File: config.mk
export PLATFORM = sky130hd
export DESIGN_NAME = adc128_spi_reader
export DESIGN_NICKNAME = d
export VERILOG_FILES = /design/src/rtl/adc128_spi_reader.sv
export SDC_FILE = /design/constraint.sdc
export NUM_CORES = 1
export LEC_CHECK = 0
export ABC_AREA = 1
export ABC_CLOCK_PERIOD_IN_PS = 3100
export CAP_MARGIN = 40
export CORE_ASPECT_RATIO = 0.6
export CORE_MARGIN = 1.5
export CORE_UTILIZATION = 56
export CTS_CLUSTER_DIAMETER = 40
export DETAILED_ROUTE_END_ITERATION = 8
export GPL_TIMING_DRIVEN = 0
export PLACE_DENSITY = 0.81
export SYNTH_ARGS = -nofsm -noshare
export SYNTH_HDL_FRONTEND = slang
export SYNTH_SLANG_ARGS = --single-unit
export TNS_END_PERCENT = 1
File: constraint.sdc
create_clock -name clk_clk -period 3.1 [get_ports clk_clk]
set_input_delay 0.31 -clock clk_clk [delete_from_list [all_inputs] [get_ports clk_clk]]
set_output_delay 0.31 -clock clk_clk [all_outputs]
set_load 0.01 [all_outputs]
File: src/rtl/adc128_spi_reader.sv
// SPI front-end for an ADC128S022-class converter: round-robin channel scan,
// frame sequencing from external SCLK edge enables, single-entry result register.
//
// state  | meaning
// IDLE   | CS high; waiting for an NE event with enable=1 to start a frame
// ACTIVE | CS low; toggling SCLK on NE/PE events and shifting 16 bits
module adc128_spi_reader #(
  parameter int NUM_CH = 8,
  parameter int DATA_W = 12
) (
  input  logic              clk_clk,
  input  logic              reset_n,
  input  logic              pe_sclk,
  input  logic              ne_sclk_n,
  input  logic              enable,
  output logic              adc_cs_n,
  output logic              adc_sclk,
  output logic              adc_din,
  input  logic              adc_dout,
  output logic [DATA_W-1:0] sample_data,
  output logic [2:0]        sample_chan,
  output logic              sample_valid,
  input  logic              sample_ready,
  output logic              overrun
);

  typedef enum logic {IDLE, ACTIVE} state_t;

  state_t            state, state_nxt;
  logic [3:0]        bit_cnt, bit_cnt_nxt;
  logic [2:0]        addr, addr_nxt;
  logic [15:0]       shift, shift_nxt;
  logic [2:0]        next_chan, next_chan_nxt;
  logic [2:0]        prev_addr, prev_addr_nxt;
  logic              cs_n_nxt, sclk_nxt, din_nxt;
  logic [DATA_W-1:0] data_nxt;
  logic [2:0]        chan_nxt;
  logic              valid_nxt, overrun_nxt;
  logic              pe_ev, ne_ev, din_bit, frame_end;

  // A coincident PE suppresses the NE event
  assign pe_ev = pe_sclk;
  assign ne_ev = ~ne_sclk_n & ~pe_sclk;

  always_comb begin
    case (bit_cnt)
      4'd2:    din_bit = addr[2];
      4'd3:    din_bit = addr[1];
      4'd4:    din_bit = addr[0];
      default: din_bit = 1'b0;
    endcase
  end

  always_comb begin
    state_nxt     = state;
    cs_n_nxt      = adc_cs_n;
    sclk_nxt      = adc_sclk;
    din_nxt       = adc_din;
    bit_cnt_nxt   = bit_cnt;
    addr_nxt      = addr;
    shift_nxt     = shift;
    next_chan_nxt = next_chan;
    prev_addr_nxt = prev_addr;
    data_nxt      = sample_data;
    chan_nxt      = sample_chan;
    valid_nxt     = sample_valid;
    overrun_nxt   = 1'b0;
    frame_end     = 1'b0;

    case (state)
      IDLE: begin
        if (ne_ev && enable) begin
          cs_n_nxt    = 1'b0;
          bit_cnt_nxt = 4'd0;
          addr_nxt    = next_chan;
          state_nxt   = ACTIVE;
        end
      end
      ACTIVE: begin
        if (ne_ev && adc_sclk) begin
          sclk_nxt = 1'b0;
          din_nxt  = din_bit;
        end else if (pe_ev && !adc_sclk) begin
          sclk_nxt    = 1'b1;
          shift_nxt   = {shift[14:0], adc_dout};
          bit_cnt_nxt = bit_cnt + 4'd1;
          if (bit_cnt == 4'd15) begin
            frame_end = 1'b1;
            cs_n_nxt  = 1'b1;
            state_nxt = IDLE;
          end
        end
      end
      default: state_nxt = IDLE;
    endcase

    // The ADC returns the conversion of the channel addressed in the previous frame
    if (frame_end) begin
      data_nxt      = shift_nxt[DATA_W-1:0];
      chan_nxt      = prev_addr;
      prev_addr_nxt = addr;
      next_chan_nxt = (next_chan == 3'(NUM_CH - 1)) ? 3'd0 : next_chan + 3'd1;
      valid_nxt     = 1'b1;
      overrun_nxt   = sample_valid & ~sample_ready;
    end else if (sample_valid && sample_ready) begin
      valid_nxt = 1'b0;
    end
  end

  always_ff @(posedge clk_clk) begin
    if (!reset_n) begin
      state        <= IDLE;
      adc_cs_n     <= 1'b1;
      adc_sclk     <= 1'b1;
      adc_din      <= 1'b0;
      bit_cnt      <= 4'd0;
      addr         <= 3'd0;
      shift        <= 16'd0;
      next_chan    <= 3'd0;
      prev_addr    <= 3'd0;
      sample_data  <= '0;
      sample_chan  <= 3'd0;
      sample_valid <= 1'b0;
      overrun      <= 1'b0;
    end else begin
      state        <= state_nxt;
      adc_cs_n     <= cs_n_nxt;
      adc_sclk     <= sclk_nxt;
      adc_din      <= din_nxt;
      bit_cnt      <= bit_cnt_nxt;
      addr         <= addr_nxt;
      shift        <= shift_nxt;
      next_chan    <= next_chan_nxt;
      prev_addr    <= prev_addr_nxt;
      sample_data  <= data_nxt;
      sample_chan  <= chan_nxt;
      sample_valid <= valid_nxt;
      overrun      <= overrun_nxt;
    end
  end

endmodule

; Word level (Yosys, flattened, before mapping)
; Index checks and enable logic that the tools add are counted.
[word_totals]
regBits = 46
in_bits = 7
out_inout_bits = 20
[op_classes]
n_addsub = 2
eq_ne = 9
muxes = 27
bitwise = 6
n_reduce_logical = 13
[op_table]
columns = op, n
row1 = 12-bit two-way mux, 3
row2 = 1-bit two-way mux, 16
row3 = 4-bit two-way mux, 3
row4 = "4-bit by 2-bit equality test with 1-bit output, second input constant", 2
row5 = 4-bit case mux with 2 select lines, 1
row6 = 2-bit AND reduction, 4
row7 = "4-bit by 1-bit adder with 4-bit output, second input constant", 1
row8 = "4-bit by 3-bit equality test with 1-bit output, second input constant", 1
row9 = "4-bit equality test, second input constant", 1
row10 = 1-bit logical AND, 4
row11 = "2-bit by 1-bit inequality test with 1-bit output, second input constant", 2
row12 = "2-bit inequality test, second input constant", 2
row13 = 1-bit NOT, 4
row14 = 1-bit case mux with 2 select lines, 2
row15 = 4-bit AND reduction, 1
row16 = 2-bit nonzero test, 2
row17 = "3-bit by 1-bit adder with 3-bit output, second input constant", 1
row18 = "3-bit equality test, second input constant", 1
row19 = 3-bit two-way mux, 1
row20 = 1-bit case mux with 3 select lines, 1
row21 = 3-bit AND reduction, 1
row22 = 1-bit AND, 2
row23 = 1-bit logical NOT, 1

; Logic depth before layout (Yosys ltp)
; Gate-level depths: netlist of the first run.
[logic_depth]
ltp_word = 6
ltp_mapped = 9

; Worst setup path before layout of the first run
; OpenSTA, ideal clock, no wires.
[synth_timing]
path_type = reg-to-reg
from = register bit_cnt[1]
to = register sample_data[1]
setup_ns = 0.112
arrival_time_ns = 1.170
path_slack_ns = 1.818
path_stages_with_launch = 10
n_path_buf = 1
period_less_slack_ns = 1.282
cell_sequence = dfxtp_1 ha_1 nand2_1 inv_1 nand2_1 nor2_2 nor2_4 buf_4 nand2_1 nand2_1
[synth_between]
elab_chain_cells = 5
[synth_rtl]
columns = item, line_no
row1 = start: declaration, 30  ; logic [3:0] bit_cnt, bit_cnt_nxt;
row2 = start signal: assignment, 130  ; bit_cnt <= bit_cnt_nxt;
row3 = 4-bit equality test, 87  ; if (bit_cnt == 4'd15) begin
row4 = 1-bit two-way mux, 87
row5 = 1-bit two-way mux, 83  ; end else if (pe_ev && !adc_sclk) begin
row6 = 1-bit two-way mux, 80  ; if (ne_ev && adc_sclk) begin
row7 = 1-bit two-way mux, 70  ; case (state)
row8 = end signal: assignment, 135  ; sample_data <= data_nxt;
row9 = end: declaration, 20  ; output logic [DATA_W-1:0] sample_data,
; Every way passes these cells.
; A chain may end at the register's enable or synchronous reset.

; Final worst setup path of the first run
[layout_timing]
from = register adc_sclk
to = output port adc_sclk
[layout_lines]
columns = item, line_no
row1 = start: declaration, 17  ; output logic adc_sclk,
row2 = start signal: assignment, 128  ; adc_sclk <= sclk_nxt;
; No word-level cell between the ends.

==> summary.log, run 1 <==
INFO  worst_hold_path holdPathStages=2
INFO  clock_tree     tritoncts=yes
INFO  critical_path  chain_of_cells_forming_the_critical_path=clkdlybuf4s50_1
INFO  grt            initial_antenna_violation_count=0
INFO  critical_path  timing.critical_path.slowest_stage_cell=clkdlybuf4s50_1
INFO  timing         timing.fmax=0.639GHz
INFO  detailed_routing drt_initial_violations=73
INFO  power_and_ir_drop swShare=21.5%
INFO  power_and_ir_drop total_switching_power=0.215mW
INFO  critical_path  timing.critical_path.max_delay_family=buffers and inverters
INFO  layout         final_layout_size_suffix_gt1_share=7.66%
INFO  timing         final_hold_viol_count=0
INFO  clock_tree     worst_setup_hold_path_clk_slew=80ps
INFO  job            cap_viol_max_count=0
INFO  synth          synth_seq_area_share=51.6%
INFO  floorplan      die_width=75.9um
INFO  grt            globalRoute.totalOverflow=0
INFO  floorplan      die_height=46.7um
INFO  clock_tree     cts_inserted_buffers=5
INFO  floorplan      initial_utilization=60.6%
INFO  clock_tree     cts_buffer_depth=2
INFO  clock_tree     clock_root_buffer_master=clkbuf_8
INFO  timing         max_slew.worst_pin.slew=420ps
INFO  power_and_ir_drop cell_internal_pwr=0.785mW
INFO  critical_path  worst_ep_arrival_time=1250ps
INFO  detailed_routing dr_total_vias=1,492
INFO  layout         layout.nets=272
INFO  layout         most-common-layout-cells=nand2_1, dfxtp_1, clkdlybuf4s50_1
INFO  floorplan      placementRows=15
INFO  synth          synth.cell_area=1790um^2
INFO  timing         tns=0ps
INFO  critical_path  worst_ep_required_time=2790ps
INFO  critical_path  rr_startpoint=bit_cnt[1]$_SDFFE_PN0P_
INFO  layout         multi_input_area=756um^2
INFO  timing         finalWorstPathRequiredPeriod=1560ps
INFO  detailed_routing drt-wirelength-per-cell=11.6um
INFO  critical_path  cp-end-kind=primary output
INFO  grt            grt_max_degree=15
INFO  layout         sequential_cell_area=921um^2
INFO  floorplan      top_level_ports=27
INFO  critical_path  reg2reg_setup_slack=1650ps
INFO  detailed_routing detail_route.drc_violations=0
INFO  clock_tree     clk-insertion-delay-late=290ps
INFO  power_and_ir_drop leakagePower=0.958nW
INFO  timing         finClkSkew=7.47ps
INFO  grt            grt_pass1_wl=5.69mm
INFO  placement      io_buffers=25
INFO  critical_path  critical_path_peak_fanout=3
INFO  worst_hold_path worstHoldEndpoint=adc_sclk$_SDFFE_PN1P_
INFO  layout         mostFrequentLayoutCell=nand2_1
INFO  clock_tree     cts_resized=0
INFO  detailed_routing totalWireLength=3.50mm
INFO  critical_path  crit_buf_inv=1
INFO  worst_hold_path launch_instance_of_the_worst_min_delay_path=reset_n
INFO  synth          yosys_register_bits=46
INFO  power_and_ir_drop vdd_ir_drop_max=0.000304V
INFO  critical_path  cp_slowest_stage_delay=580ps
INFO  placement      detailed_place_hpwl=2.59mm
INFO  critical_path  criticalPathCategory=register to primary output
INFO  floorplan      die_area=3550um^2
INFO  power_and_ir_drop power.clock.fraction=37.2%
INFO  layout         num-fill-cells=261
INFO  timing         slew_viol_final=0
INFO  run_status     run_status=complete, no violations
INFO  synth          syn-mean-instance-area=7.83um^2
INFO  grt            overall_fraction_of_global_route_tracks_in_use=22.3%
INFO  timing         timing.slew.headroom=72.0%
INFO  power_and_ir_drop combinational_group_share_of_total_power=3.4%
INFO  placement      detailed_place.area=2090um^2
INFO  clock_tree     cts_setup_buffers=0
INFO  worst_hold_path path_class_of_the_lowest_slack_min_delay_path=input pin to register
INFO  power_and_ir_drop finalPower=1.00mW
INFO  synth          syn-num-nets=240
INFO  synth          yosys_warnings=0
INFO  synth          gate_count_after_technology_mapping=228
INFO  power_and_ir_drop power.share.sequential=59.4%
INFO  detailed_routing firstDrtPassIters=4
INFO  detailed_routing vias_per_cell=4.92
INFO  layout         synthToLayoutAreaGrowth=22.3%
INFO  layout         num_antenna_cells=0
INFO  synth          post_synth_num_cell_types=27
INFO  layout         post-route-cell-area=2180um^2
INFO  timing         layout_worst_path_cycle_share=50.5%
INFO  timing         grt_setup_unrepaired=false
INFO  placement      gpl.final_weighted_congestion=0.892
INFO  floorplan      core-area=2950um^2
INFO  timing         report.final.setup_viol=0
INFO  clock_tree     cts-htree-levels=2
INFO  critical_path  rr_worst_depth=9
INFO  detailed_routing postRouteAntennaNets=0
INFO  critical_path  crit-reg2reg-capture=prev_addr[2]$_SDFFE_PN0P_
INFO  grt            grt_pass1_vias=1,246
INFO  clock_tree     clkSinkCount=46
INFO  critical_path  cp_launch_type=register
INFO  power_and_ir_drop power_per_cell_area=458nW/um^2
INFO  clock_tree     hold_buffers=0
-- worst max path at each step --
stage	start	endpoint	cells after the start
floorplan	bit_cnt[1]$_SDFFE_PN0P_	sample_data[1]$_SDFFE_PN0P_	9
global placement	pe_sclk	sample_data[3]$_SDFFE_PN0P_	7
detailed placement	pe_sclk	prev_addr[2]$_SDFFE_PN0P_	7
CTS	adc_sclk$_SDFFE_PN1P_	adc_sclk	1
global route	adc_sclk$_SDFFE_PN1P_	adc_sclk	1
finish	adc_sclk$_SDFFE_PN1P_	adc_sclk	1
-- area by class of cell --
class | count | area share (%)
Clock buffer | 6 | 3.78
Sequential cell | 46 | 42.2
Timing Repair Buffer | 25 | 11.5
Clock inverter | 2 | 0.573
Tap cell | 42 | 2.41
Inverter | 17 | 3.15
Buffer | 6 | 1.83
Multi-Input combinational cell | 159 | 34.6
-- sequential cells by signal, summed over array words and instances, names as in the netlist --
register and flops:
adc_sclk 1, sample_valid 1, shift 12, sample_data 12, addr 3, bit_cnt 4, adc_cs_n 1, next_chan 3
adc_din 1, prev_addr 3, sample_chan 3, state 1, overrun 1
-- layer usage --
metal	vias to the layer above	track usage [%]	share of wire, %
li1	784	-	-
met1	669	31.7	53
met2	35	33.6	41
met3	4	5.79	5.0
met4	0	7.50	0.83
met5	-	0	0
-- cells by family (layout without fill, tap and decap cells) --
kind of cell,after synthesis,count (layout),synth area share (%)
flip-flops,46,46,51.6
AO/OA/AOI/OAI,32,32,9.46
AND/OR/NAND/NOR,122,122,29.4
buffers and inverters,23,56,6.10
adder cells (fa/ha/maj),5,5,3.50
-- synthesized netlist by cell type --
cell type,n,share of area [%]
a21oi_1,15,4.2
and2_1,3,1.1
buf_2,2,0.56
buf_4,2,0.84
buf_6,1,0.63
clkbuf_1,1,0.21
clkinv_4,1,0.49
dfxtp_1,46,52
ha_1,5,3.5
inv_1,15,3.2
inv_2,1,0.21
nand2_1,98,21
nand2_4,1,0.63
nand3_1,5,1.4
nand3_4,1,0.98
nand4_1,1,0.35
nor2_1,8,1.7
nor2_2,1,0.35
nor2_4,1,0.63
nor2_8,1,1.1
nor3_1,2,0.56
o211ai_1,1,0.42
o21a_1,1,0.42
o21ai_0,10,2.8
o21ai_1,3,0.84
o22ai_1,1,0.35
o31ai_1,1,0.42
-- stage by stage --
stage	cells	worst slack (ps)	util [%]	hold WS (ps)
final	303	1540	74.1	322
after global routing	303	1500	74.1	328
after CTS	303	1520	74.1	315
after detailed placement	295	1390	70.9	431
after global placement	295	1420	70.9	428
after floorplan	228	1820	-	387
-- power by group through the flow --
stage / Clock, mW / Sequential (mW) / Combinational, mW
global placement: 0 / 0.608 / 0.0338
global route: 0.401 / 0.594 / 0.0375
CTS: 0.382 / 0.594 / 0.0342
detailed placement: 0 / 0.608 / 0.0341
finish: 0.372 / 0.594 / 0.0344
floorplan: 0 / 0.608 / 0.0183
Power figures use the tool's default switching activity.
==> inputs of run 2 (changes only) <==
--- a/config.mk
+++ b/config.mk
@@ -6,15 +6,15 @@
 export NUM_CORES = 1
 export LEC_CHECK = 0
 export ABC_AREA = 1
-export ABC_CLOCK_PERIOD_IN_PS = 3100
+export ABC_CLOCK_PERIOD_IN_PS = 1330
 export CAP_MARGIN = 40
 export CORE_ASPECT_RATIO = 0.6
 export CORE_MARGIN = 1.5
-export CORE_UTILIZATION = 56
+export CORE_UTILIZATION = 47
 export CTS_CLUSTER_DIAMETER = 40
 export DETAILED_ROUTE_END_ITERATION = 8
 export GPL_TIMING_DRIVEN = 0
-export PLACE_DENSITY = 0.81
+export PLACE_DENSITY = 0.73
 export SYNTH_ARGS = -nofsm -noshare
 export SYNTH_HDL_FRONTEND = slang
 export SYNTH_SLANG_ARGS = --single-unit
==> constraint.sdc (replaced) <==
create_clock -name clk_clk -period 1.33 [get_ports clk_clk]
set_input_delay 0.133 -clock clk_clk [delete_from_list [all_inputs] [get_ports clk_clk]]
set_output_delay 0.133 -clock clk_clk [all_outputs]
set_load 0.01 [all_outputs]
==> run 2 against run 1 <==
Sequential cell count is the same. Critical path depth did not move. Combinational power rose to 2.6 times the previous value. Largest cell class unchanged. Clock power grew to 2.8 times the previous value. Sequential share of layout area is 2.3 points lower. Clock skew is 1.5 ps lower. Die area rose by 18%. Clock-buffer cell count did not move. Non-clock buffer count rose by 4. Register-to-register slack got worse by 1600 ps.
==> summary.log, run 2 (same netlist as run 1, synthesis figures left out) <==
INFO  power_and_ir_drop power.clock.fraction=41.8% [+4.6 points]
INFO  layout         final_cell_count_no_fill=311 [+2.6%]
INFO  power_and_ir_drop vdd_ir_drop_max=0.000731V [+140%]
INFO  power_and_ir_drop power.share.sequential=54.7% [-4.7 points]
INFO  grt            globalRoute.totalOverflow=0 [unchanged]
INFO  timing         finClkSkew=5.99ps [-1.49 ps]
INFO  layout         most-common-layout-cells=nand2_1, dfxtp_1, a21oi_1
INFO  critical_path  timing.critical_path.slowest_stage_cell=clkdlybuf4s50_1
INFO  grt            initial_antenna_violation_count=0 [unchanged]
INFO  layout         mostFrequentLayoutCell=nand2_1
INFO  run_status     run_status=complete, no violations
INFO  grt            grt_max_degree=14 [-1]
INFO  floorplan      initial_utilization=48.8% [-12 points]
INFO  clock_tree     clock_root_buffer_master=clkbuf_8
INFO  layout         layout.nets=276 [+1.5%]
INFO  floorplan      die_width=82.6um [+8.8%]
INFO  detailed_routing detail_route.drc_violations=0 [unchanged]
INFO  job            cap_viol_max_count=0 [unchanged]
INFO  placement      dp_cells=300 [+1.7%]
INFO  power_and_ir_drop combinational_group_share_of_total_power=3.5% [about the same]
INFO  grt            grt_pass1_vias=1,331 [+6.8%]
INFO  timing         max_slew.worst_pin.slew=391ps [-29.0 ps]
INFO  critical_path  cp_launch_type=register
INFO  critical_path  worst_ep_arrival_time=1160ps [-90 ps]
INFO  detailed_routing drt-wirelength-per-cell=11.3um [-2.3%]
INFO  detailed_routing drt_initial_violations=83 [+14%]
INFO  worst_hold_path path_class_of_the_lowest_slack_min_delay_path=input pin to register
INFO  grt            grt_pass1_wl=5.94mm [+4.4%]
INFO  critical_path  cp-end-kind=primary output
INFO  clock_tree     hold_buffers=0 [unchanged]
INFO  power_and_ir_drop power_per_cell_area=1080nW/um^2 [+140%]
INFO  clock_tree     tritoncts=yes
INFO  critical_path  chain_of_cells_forming_the_critical_path=clkdlybuf4s50_1
INFO  detailed_routing dr_total_vias=1,476 [-1.1%]
INFO  clock_tree     worst_setup_hold_path_clk_slew=80ps [about the same]
INFO  placement      detailed_place_hpwl=2.47mm [-4.3%]
INFO  critical_path  timing.critical_path.max_delay_family=buffers and inverters
INFO  critical_path  critical_path_peak_fanout=2 [-1]
INFO  floorplan      placementRows=17 [+2]
INFO  timing         report.final.setup_viol=0 [unchanged]
INFO  clock_tree     cts_inserted_buffers=5 [unchanged]
INFO  timing         final_hold_viol_count=0 [unchanged]
INFO  timing         grt_setup_unrepaired=true
INFO  timing         slew_viol_final=0 [unchanged]
INFO  clock_tree     cts-htree-levels=2 [unchanged]
INFO  placement      gpl.final_weighted_congestion=0.794 [-11%]
INFO  power_and_ir_drop cell_internal_pwr=2.02mW [+160%]
INFO  layout         synthToLayoutAreaGrowth=30.5%
INFO  layout         final_layout_size_suffix_gt1_share=12.9% [+5.2 points]
INFO  clock_tree     clkSinkCount=46 [unchanged]
INFO  clock_tree     cts_buffer_depth=2 [unchanged]
INFO  timing         finalWorstPathRequiredPeriod=1300ps
INFO  power_and_ir_drop total_switching_power=0.509mW [+140%]
INFO  timing         setup_ws=33.4ps [-1500 ps]
INFO  critical_path  cp_slowest_stage_delay=530ps [-50 ps]
INFO  layout         num_antenna_cells=0 [unchanged]
INFO  power_and_ir_drop leakagePower=1.25nW [+31%]
INFO  placement      io_buffers=25 [unchanged]
INFO  timing         timing.fmax=0.771GHz
INFO  layout         largestRegisters=sample_data (12), shift (12), bit_cnt (4)
INFO  critical_path  criticalPathCategory=register to primary output
INFO  clock_tree     clk-insertion-delay-late=300ps [about the same]
INFO  detailed_routing firstDrtPassIters=4 [unchanged]
INFO  timing         layout_worst_path_cycle_share=97.5%
INFO  power_and_ir_drop swShare=20.2% [-1.3 points]
INFO  floorplan      die_height=50.7um [+8.6%]
INFO  floorplan      die_area=4190um^2 [+18%]
INFO  grt            overall_fraction_of_global_route_tracks_in_use=19.4% [-2.9 points]
INFO  timing         timing.slew.headroom=73.9% [+1.9 points]
INFO  detailed_routing postRouteAntennaNets=0 [unchanged]
INFO  floorplan      top_level_ports=27 [unchanged]
INFO  critical_path  crit_buf_inv=1 [unchanged]
INFO  layout         postLayoutCoreUtil=63.7% [-10 points]
INFO  detailed_routing vias_per_cell=4.75 [-3.6%]
INFO  critical_path  worst_ep_required_time=1200ps [-1590 ps]
INFO  placement      detailedPlace.worstSlack=-197ps [-1580 ps]
INFO  floorplan      core-area=3660um^2 [+24%]
INFO  detailed_routing totalWireLength=3.51mm [+0.26%]
-- run 2: final timing paths --
path | from | to | slack (ps) | cells after the start
worst max register to register | bit_cnt[1]$_SDFFE_PN0P_ | sample_data[10]$_SDFFE_PN0P_ | 60 | 9
worst max-delay path | sample_data[10]$_SDFFE_PN0P_ | sample_data[10] | 30 | 1
worst min register to register | sample_chan[2]$_SDFFE_PN0P_ | sample_chan[2]$_SDFFE_PN0P_ | 440 | 2
worst min-delay path | reset_n | adc_sclk$_SDFFE_PN1P_ | 130 | 2
-- run 2: routing by layer --
metal	vias to the layer above	global-route usage, %	wire, um
li1	794	-	-
met1	640	27.9	1890
met2	37	27.1	1350
met3	5	5.45	235
met4	0	7.78	37
met5	-	0	0
-- run 2: through the flow --
step / instance area (um^2) / power [mW] / hold slack [ps] / TNS [ps]
after floorplan: 1790 / 1.46 / 210 / 0
after CTS: 2260 / 2.54 / 122 / 0
after global routing: 2330 / 2.61 / 128 / -196
after global placement: 2090 / 1.50 / 428 / -4690
final: 2330 / 2.52 / 130 / 0
after detailed placement: 2090 / 1.50 / 426 / -4720
-- run 2: timing repair --
action | 4_1_cts | 5_1_grt
gates resized for setup | 11 | 23
buffers inserted | 1 | 3
setup endpoints to repair | 26 | 42
pin swaps | 1 | 4
endpoints found under the hold margin | 0 | 0
-- run 2: power by group through the flow --
stage	Sequential [mW]	Clock, mW	Combinational [mW]
after floorplan	1.42	0	0.0427
after global placement	1.42	0	0.0795
after detailed placement	1.42	0	0.0804
after CTS	1.38	1.07	0.0872
after global routing	1.38	1.13	0.0979
final	1.38	1.06	0.0895
-- run 2: area by class of cell --
cell class                 count  area [um^2]
timing repair buffer          29          324
inverter                      17         68.8
tap                           47         58.8
sequential                    46          930
fill                         328         1330
multi-input combinational    159          791
buffer                         6         45.0
clock inverter                 1         30.0
clock buffer                   6         82.6
==> inputs of run 3 (changes only) <==
--- a/config.mk
+++ b/config.mk
@@ -7,7 +7,7 @@
 export LEC_CHECK = 0
 export ABC_AREA = 1
 export ABC_CLOCK_PERIOD_IN_PS = 1330
-export CAP_MARGIN = 40
+export CAP_MARGIN = 30
 export CORE_ASPECT_RATIO = 0.6
 export CORE_MARGIN = 1.5
 export CORE_UTILIZATION = 47
==> results of run 3 <==
Final layout, timing and power as in run 2 (identical DEF).
